### src/rtl/mul_add_pkg.sv
// Shared types and constants for the annealer energy multiply-add sequencer.
// Field layout of the packed operand word and the per-phase operand selection.
package mul_add_pkg;

  localparam int OPND_W = 16;
  localparam int WORD_W = 96;
  localparam int PROD_W = 32;

  localparam int X1_LSB = 80;
  localparam int X2_LSB = 64;
  localparam int X3_LSB = 48;
  localparam int X4_LSB = 32;
  localparam int X5_LSB = 16;
  localparam int X6_LSB = 0;

  typedef enum logic [2:0] {
    S_IDLE,
    S_P1,
    S_P2,
    S_P3,
    S_DONE
  } state_t;

  typedef enum logic [1:0] {
    SEL_NONE,
    SEL_X1X2,
    SEL_X3X4,
    SEL_X4X5
  } opsel_t;

  // x6 never reaches the multiplier, so it is not part of the latched operands.
  typedef struct packed {
    logic [OPND_W-1:0] x1;
    logic [OPND_W-1:0] x2;
    logic [OPND_W-1:0] x3;
    logic [OPND_W-1:0] x4;
    logic [OPND_W-1:0] x5;
  } opnd_t;

  typedef struct packed {
    logic [OPND_W-1:0] a;
    logic [OPND_W-1:0] b;
  } mul_req_t;

  function automatic opnd_t unpack_word(input logic [WORD_W-1:0] w);
    opnd_t o;
    o.x1 = w[X1_LSB +: OPND_W];
    o.x2 = w[X2_LSB +: OPND_W];
    o.x3 = w[X3_LSB +: OPND_W];
    o.x4 = w[X4_LSB +: OPND_W];
    o.x5 = w[X5_LSB +: OPND_W];
    return o;
  endfunction

  function automatic opsel_t state_opsel(input state_t s);
    case (s)
      S_P1:    return SEL_X1X2;
      S_P2:    return SEL_X3X4;
      S_P3:    return SEL_X4X5;
      default: return SEL_NONE;
    endcase
  endfunction

  function automatic mul_req_t select_operands(input opsel_t sel, input opnd_t o);
    mul_req_t r;
    r = '0;
    case (sel)
      SEL_X1X2: begin r.a = o.x1; r.b = o.x2; end
      SEL_X3X4: begin r.a = o.x3; r.b = o.x4; end
      SEL_X4X5: begin r.a = o.x4; r.b = o.x5; end
      default:  r = '0;
    endcase
    return r;
  endfunction

endpackage

### src/rtl/mul16_u.sv
// Combinational 16x16 unsigned multiplier; single shared instance so the
// sequencer maps onto one DSP slice.
module mul16_u
  import mul_add_pkg::*;
(
  input  logic [OPND_W-1:0] a,
  input  logic [OPND_W-1:0] b,
  output logic [PROD_W-1:0] p
);

  assign p = {{(PROD_W-OPND_W){1'b0}}, a} * {{(PROD_W-OPND_W){1'b0}}, b};

endmodule

### src/rtl/mul_add_seq.sv
// Time-multiplexed frame multiply-add: three products per word on one multiplier,
// summed over FRAME_LEN words. Define MULADD_SAT_EN for a clamping accumulator + out_sat.
module mul_add_seq
  import mul_add_pkg::*;
#(
  parameter int FRAME_LEN = 8,
  parameter int ACC_W     = 40
) (
  input  logic              clk,
  input  logic              rst_n,
  input  logic              in_valid,
  output logic              in_ready,
  input  logic [WORD_W-1:0] in_data,
  output logic              out_valid,
  input  logic              out_ready,
  output logic [ACC_W-1:0]  out_sum,
  output logic              busy
`ifdef MULADD_SAT_EN
  ,
  output logic              out_sat
`endif
);

  localparam int CNT_W = (FRAME_LEN > 1) ? $clog2(FRAME_LEN) : 1;
  localparam logic [CNT_W-1:0] LAST_WORD = CNT_W'(FRAME_LEN - 1);

  state_t            state;
  opnd_t             opnd_q;
  logic [ACC_W-1:0]  acc;
  logic [CNT_W-1:0]  word_cnt;
  mul_req_t          mreq;
  logic [PROD_W-1:0] prod;
  logic [ACC_W-1:0]  prod_ext;
  logic [ACC_W-1:0]  acc_nxt;
  logic              unused_x6;

  assign unused_x6 = ^in_data[X6_LSB +: OPND_W];

  assign mreq = select_operands(state_opsel(state), opnd_q);

  mul16_u u_mul (
    .a (mreq.a),
    .b (mreq.b),
    .p (prod)
  );

  assign prod_ext = {{(ACC_W-PROD_W){1'b0}}, prod};

`ifdef MULADD_SAT_EN
  logic [ACC_W:0] sum_w;
  logic           clamp;
  logic           sat_q;

  assign sum_w   = {1'b0, acc} + {1'b0, prod_ext};
  assign clamp   = sum_w[ACC_W];
  assign acc_nxt = clamp ? {ACC_W{1'b1}} : sum_w[ACC_W-1:0];
  assign out_sat = sat_q;

  // Sticky until the frame sum is handed off.
  always_ff @(posedge clk or negedge rst_n) begin
    if (!rst_n) begin
      sat_q <= 1'b0;
    end else if (state == S_DONE) begin
      if (out_ready) sat_q <= 1'b0;
    end else if (state == S_P1 || state == S_P2 || state == S_P3) begin
      if (clamp) sat_q <= 1'b1;
    end
  end
`else
  assign acc_nxt = acc + prod_ext;
`endif

  assign out_sum = acc;

  always_ff @(posedge clk or negedge rst_n) begin
    if (!rst_n) begin
      state     <= S_IDLE;
      opnd_q    <= '0;
      acc       <= '0;
      word_cnt  <= '0;
      in_ready  <= 1'b1;
      out_valid <= 1'b0;
      busy      <= 1'b0;
    end else begin
      case (state)
        S_IDLE: begin
          if (in_valid) begin
            opnd_q   <= unpack_word(in_data);
            state    <= S_P1;
            in_ready <= 1'b0;
            busy     <= 1'b1;
          end
        end
        S_P1: begin
          acc   <= acc_nxt;
          state <= S_P2;
        end
        S_P2: begin
          acc   <= acc_nxt;
          state <= S_P3;
        end
        S_P3: begin
          acc <= acc_nxt;
          if (word_cnt == LAST_WORD) begin
            state     <= S_DONE;
            out_valid <= 1'b1;
          end else begin
            word_cnt <= word_cnt + CNT_W'(1);
            state    <= S_IDLE;
            in_ready <= 1'b1;
            busy     <= 1'b0;
          end
        end
        S_DONE: begin
          // IDLE is always re-entered before the next word is taken.
          if (out_ready) begin
            acc       <= '0;
            word_cnt  <= '0;
            state     <= S_IDLE;
            out_valid <= 1'b0;
            in_ready  <= 1'b1;
            busy      <= 1'b0;
          end
        end
        default: begin
          state     <= S_IDLE;
          in_ready  <= 1'b1;
          out_valid <= 1'b0;
          busy      <= 1'b0;
        end
      endcase
    end
  end

endmodule

### config.mk
export PLATFORM = sky130hd
export DESIGN_NAME = mul_add_seq
export DESIGN_NICKNAME = d
export VERILOG_FILES = /design/src/rtl/mul_add_pkg.sv /design/src/rtl/mul16_u.sv /design/src/rtl/mul_add_seq.sv
export SDC_FILE = /design/constraint.sdc
export NUM_CORES = 1
export LEC_CHECK = 0
export ABC_AREA = 1
export BUFFER_PORTS_ARGS = -buffer_cell sky130_fd_sc_hd__buf_2
export CAP_MARGIN = 5
export CORE_ASPECT_RATIO = 0.7
export CORE_MARGIN = 2
export CORE_UTILIZATION = 55
export DETAILED_ROUTE_END_ITERATION = 8
export GPL_ROUTABILITY_DRIVEN = 0
export PLACE_DENSITY = 0.83
export SYNTH_ARGS = -nofsm -noshare
export SYNTH_HDL_FRONTEND = slang
export SYNTH_SLANG_ARGS = --single-unit
### constraint.sdc
create_clock -name clk -period 5.54 [get_ports clk]
set_input_delay 0.831 -clock clk [delete_from_list [all_inputs] [get_ports clk]]
set_output_delay 0.831 -clock clk [all_outputs]
set_load 0.02 [all_outputs]
==> impl_results.md <==
- Fin. max-slew vios: 0
- GRT Overall Usage: between 30% and 40%
- Share of post-route cells with drive strength above 1: around 28%
- First-pass GRT wire length: 77900 µm
- Worst hold path class: primary input to asynchronous set/reset pin
- Slew @ Worst Pin: 1.20 ns
- DR WL/cell: between 20 and 25 µm
- Worst-Skew Late Latency: between 0.4 and 0.5 ns
- Syn Area/Cell: 7.93 µm²
- Maximum buffer depth of the clock tree: 2
- Netlist cell types: 40
- Die X-Extent: between 200 and 250 µm
- Simple logic cell fraction of the synthesized area: a little under a fifth
- Grt total ovfl: 0
- Mapped Cells: 2091
- DRT met1 WL: around 20000 µm
- CP Class: register to register
- Final Cell Area: ~21000 µm²
- Detail Route Antenna Nets: 0
- Initial Util: a little under three fifths
- Max_slew headroom: 19.7%
- Total routed wirelength: 60300 µm
- Row Count: 53
- Sinks on Clock Net: 129
- Via density: just under 6
- Clk slew on worst S/H paths: 0.07 ns
- DRC viols: 0
- RSZ-0062 raised after global routing: true
- Share of the synthesized area in the top cell type: a little over a quarter
- Register bit total from synthesis: around 130
- Ys Warns: 0
- DP HPWL: ~36000 µm
- Final setup viols: 33
- Number of antenna violations at the first check in global routing: 2
- Core area: slightly below 30000 µm²
- Worst EP required: between 5 and 6 ns
- Largest family of logic cells by synthesized area: adder cells
- Synthesis-to-layout area growth: 28.6%
- Max Used Layer: met5
- Vias: between 15000 and 20000
- Mux contribution to synthesized area: 0%
- Nets: between 2000 and 3000
- Full die area: around 32000 µm²
- Dominant cell type by area after synthesis: fa_1
- XOR/XNOR share of the synthesized area: less than 1%
- Failing checks: setup timing
- CTS buffer count: 17
- Count leader, synth: nand2_1
- Synth Area in Adders: approximately 36%
- Met2 WL: approximately 27000 µm
- Worst EP arrival: between 7 and 8 ns
- Crit. End Element: register
- Ys flop type: dfrtp_1
- TritonRoute pass-1 iters: 8
- Worst Clk Skew: approximately 0.016 ns
- Clock root buffer: clkbuf_16
- Mapped Nets: between 2000 and 3000
- Final worst-path cycle share: 121%
- Synth async-reset ratio: 100%
- Placed inst area: approximately 19000 µm²
- Startpoint Class: register
- CTS tree: built
- Filler instances: between 1500 and 2000
- H-Tree Depth: 4
- Tmin final: approximately 6.7 ns
- Pin count of the biggest net entering global routing: 139
- Met3 Wirelength: roughly 8200 µm
- Post-synth EDFFs: 0
- Dominant cells by area after synthesis: fa_1, dfrtp_1, nand2_1, inv_1, ha_1
- Compound-Gate Fraction of Synth Area: between 10 and 15%
- Io pins: around 140
- Iter 0 DRT Violations: roughly 2200
- Status: finished with violations
- Fmax: about 150 MHz
- Max cap viols: 0
- Die height: around 150 µm
- Synth cell count leaders: nand2_1, inv_1, fa_1
- Vias in the first global route: between 15000 and 20000
- Post-synthesis sequential area ratio: 19.5%
- IO buf count: approximately 130
- Hold Vio Cnt, Final: 0
- Worst Path Max Fanout: 15
- Post-Synthesis Cell Area: around 17000 µm²
- Worst setup margin: -1.19 ns
cells by family after synthesis:
| kind of cell | after synthesis |
|---|---|
| AOI/OAI and AO/OA | 214 |
| xor gates and xnor gates | 1 |
| adders and majority gates | 338 |
| buffers and inverters | 645 |
| DFF | 129 |
| and+or+nand+nor | 764 |
path summary, 6_finish.rpt:
path	startpoint	endpoint	cells past startpoint	slack, ns
setup / recovery	state[2]	out_sum[19]	25	-1.19
hold / removal	rst_n	out_sum[0]	1	0.45
setup reg to reg	state[2]	out_sum[19]	25	-1.19
hold reg to reg	opnd_q[33]	opnd_q[33]	2	0.49
max in group asynchronous	rst_n	opnd_q[56]	2	3.97
min in group clk	opnd_q[33]	opnd_q[33]	2	0.49
cells in the final DEF (no fill, tap or decap), types with 4 or more instances in the layout:
cell       count
ha_1          91
o221ai_2       6
fa_1         214
buf_4        188
inv_2         39
a21oi_2       16
dfrtp_1      128
a21oi_1       27
o22ai_1        5
inv_1        537
buf_2        125
nand3_1       20
nand2_2       54
clkinv_4       4
o221ai_4      31
nand3b_1       6
inv_6          4
inv_8          6
nor3_1         4
buf_12        24
nor2_2         7
a21oi_4       10
ha_4          18
clkbuf_16     17
nand3_2        9
buf_6         27
nor2_4        21
nand2_4       26
o21ai_0       80
o21ai_1       25
nand2_1      553
nor2_1        47
fa_2          12
registers in the layout, summed over array words and instances, names as in the netlist:
signal     count
opnd_q        80
out_sum       40
state          3
word_cnt       3
busy           1
in_ready       1
out_valid      1
worst max-delay path, cell delays in order (launching register included):
cell and delay, ns:
dfrtp_1 0.43, nor3_2 0.25, inv_2 0.17, buf_12 0.22
o221ai_4 0.44, buf_4 0.29, nand2_1 0.13, fa_1 0.60
inv_1 0.07, fa_2 0.44, inv_2 0.08, fa_1 0.42
inv_2 0.08, fa_2 0.43, fa_1 0.49, inv_1 0.05
fa_1 0.51, inv_2 0.06, ha_4 0.29, a21oi_4 0.22
nand2_2 0.10, a21oi_1 0.19, nand2_2 0.14, or2_2 0.31
nand3_1 0.07, o21ai_0 0.08
final cells by class:
type | count | area, µm² | share of cell area [%]
Sequential cell | 129 | 3230 | 15.2
Clock inverter | 15 | 169 | 0.792
Inverter | 580 | 2200 | 10.3
Multi-Input combinational cell | 1322 | 11900 | 55.9
Timing Repair inverter | 2 | 27.5 | 0.129
Antenna cell | 1 | 2.50 | 0.0117
Timing Repair Buffer | 366 | 2850 | 13.4
Tap cell | 385 | 482 | 2.26
Clock buffer | 17 | 425 | 2.00
metal layers:
| layer | up-vias | GRT usage (%) |
|---|---|---|
| met1 | 7845 | 40.8 |
| met4 | 4 | 12.5 |
| met3 | 497 | 7.45 |
| met5 | - | 0 |
| li1 | 6817 | - |
| met2 | 1383 | 53.3 |
per-stage QoR:
stage	hold WS [ns]	setup TNS, ns	utilization (%)	worst slack [ns]	cells
6_report	0.453	-31.12	71.4	-1.19	2817
4_1_cts	0.487	-17.85	67.5	-0.691	2768
2_1_floorplan	0.446	-3.47	-	-0.277	2091
5_1_grt	0.514	-35.01	71.4	-1.34	2816
3_5_place_dp	0.467	-19.65	63.6	-0.757	2707
3_3_place_gp	0.457	-16.44	63.6	-0.655	2707
timing repair:
action                     4_1_cts  5_1_grt
setup buffers                   25       46
setup endpoints to repair       33       33
pin swaps                       43       66
gates cloned                     4        3
hold buffers                     0        0
gates resized for setup         67      208
Power is left out: the tool's default activity adds up to more than one toggle a clock period on the data nets, which glitch-free logic cannot reach.
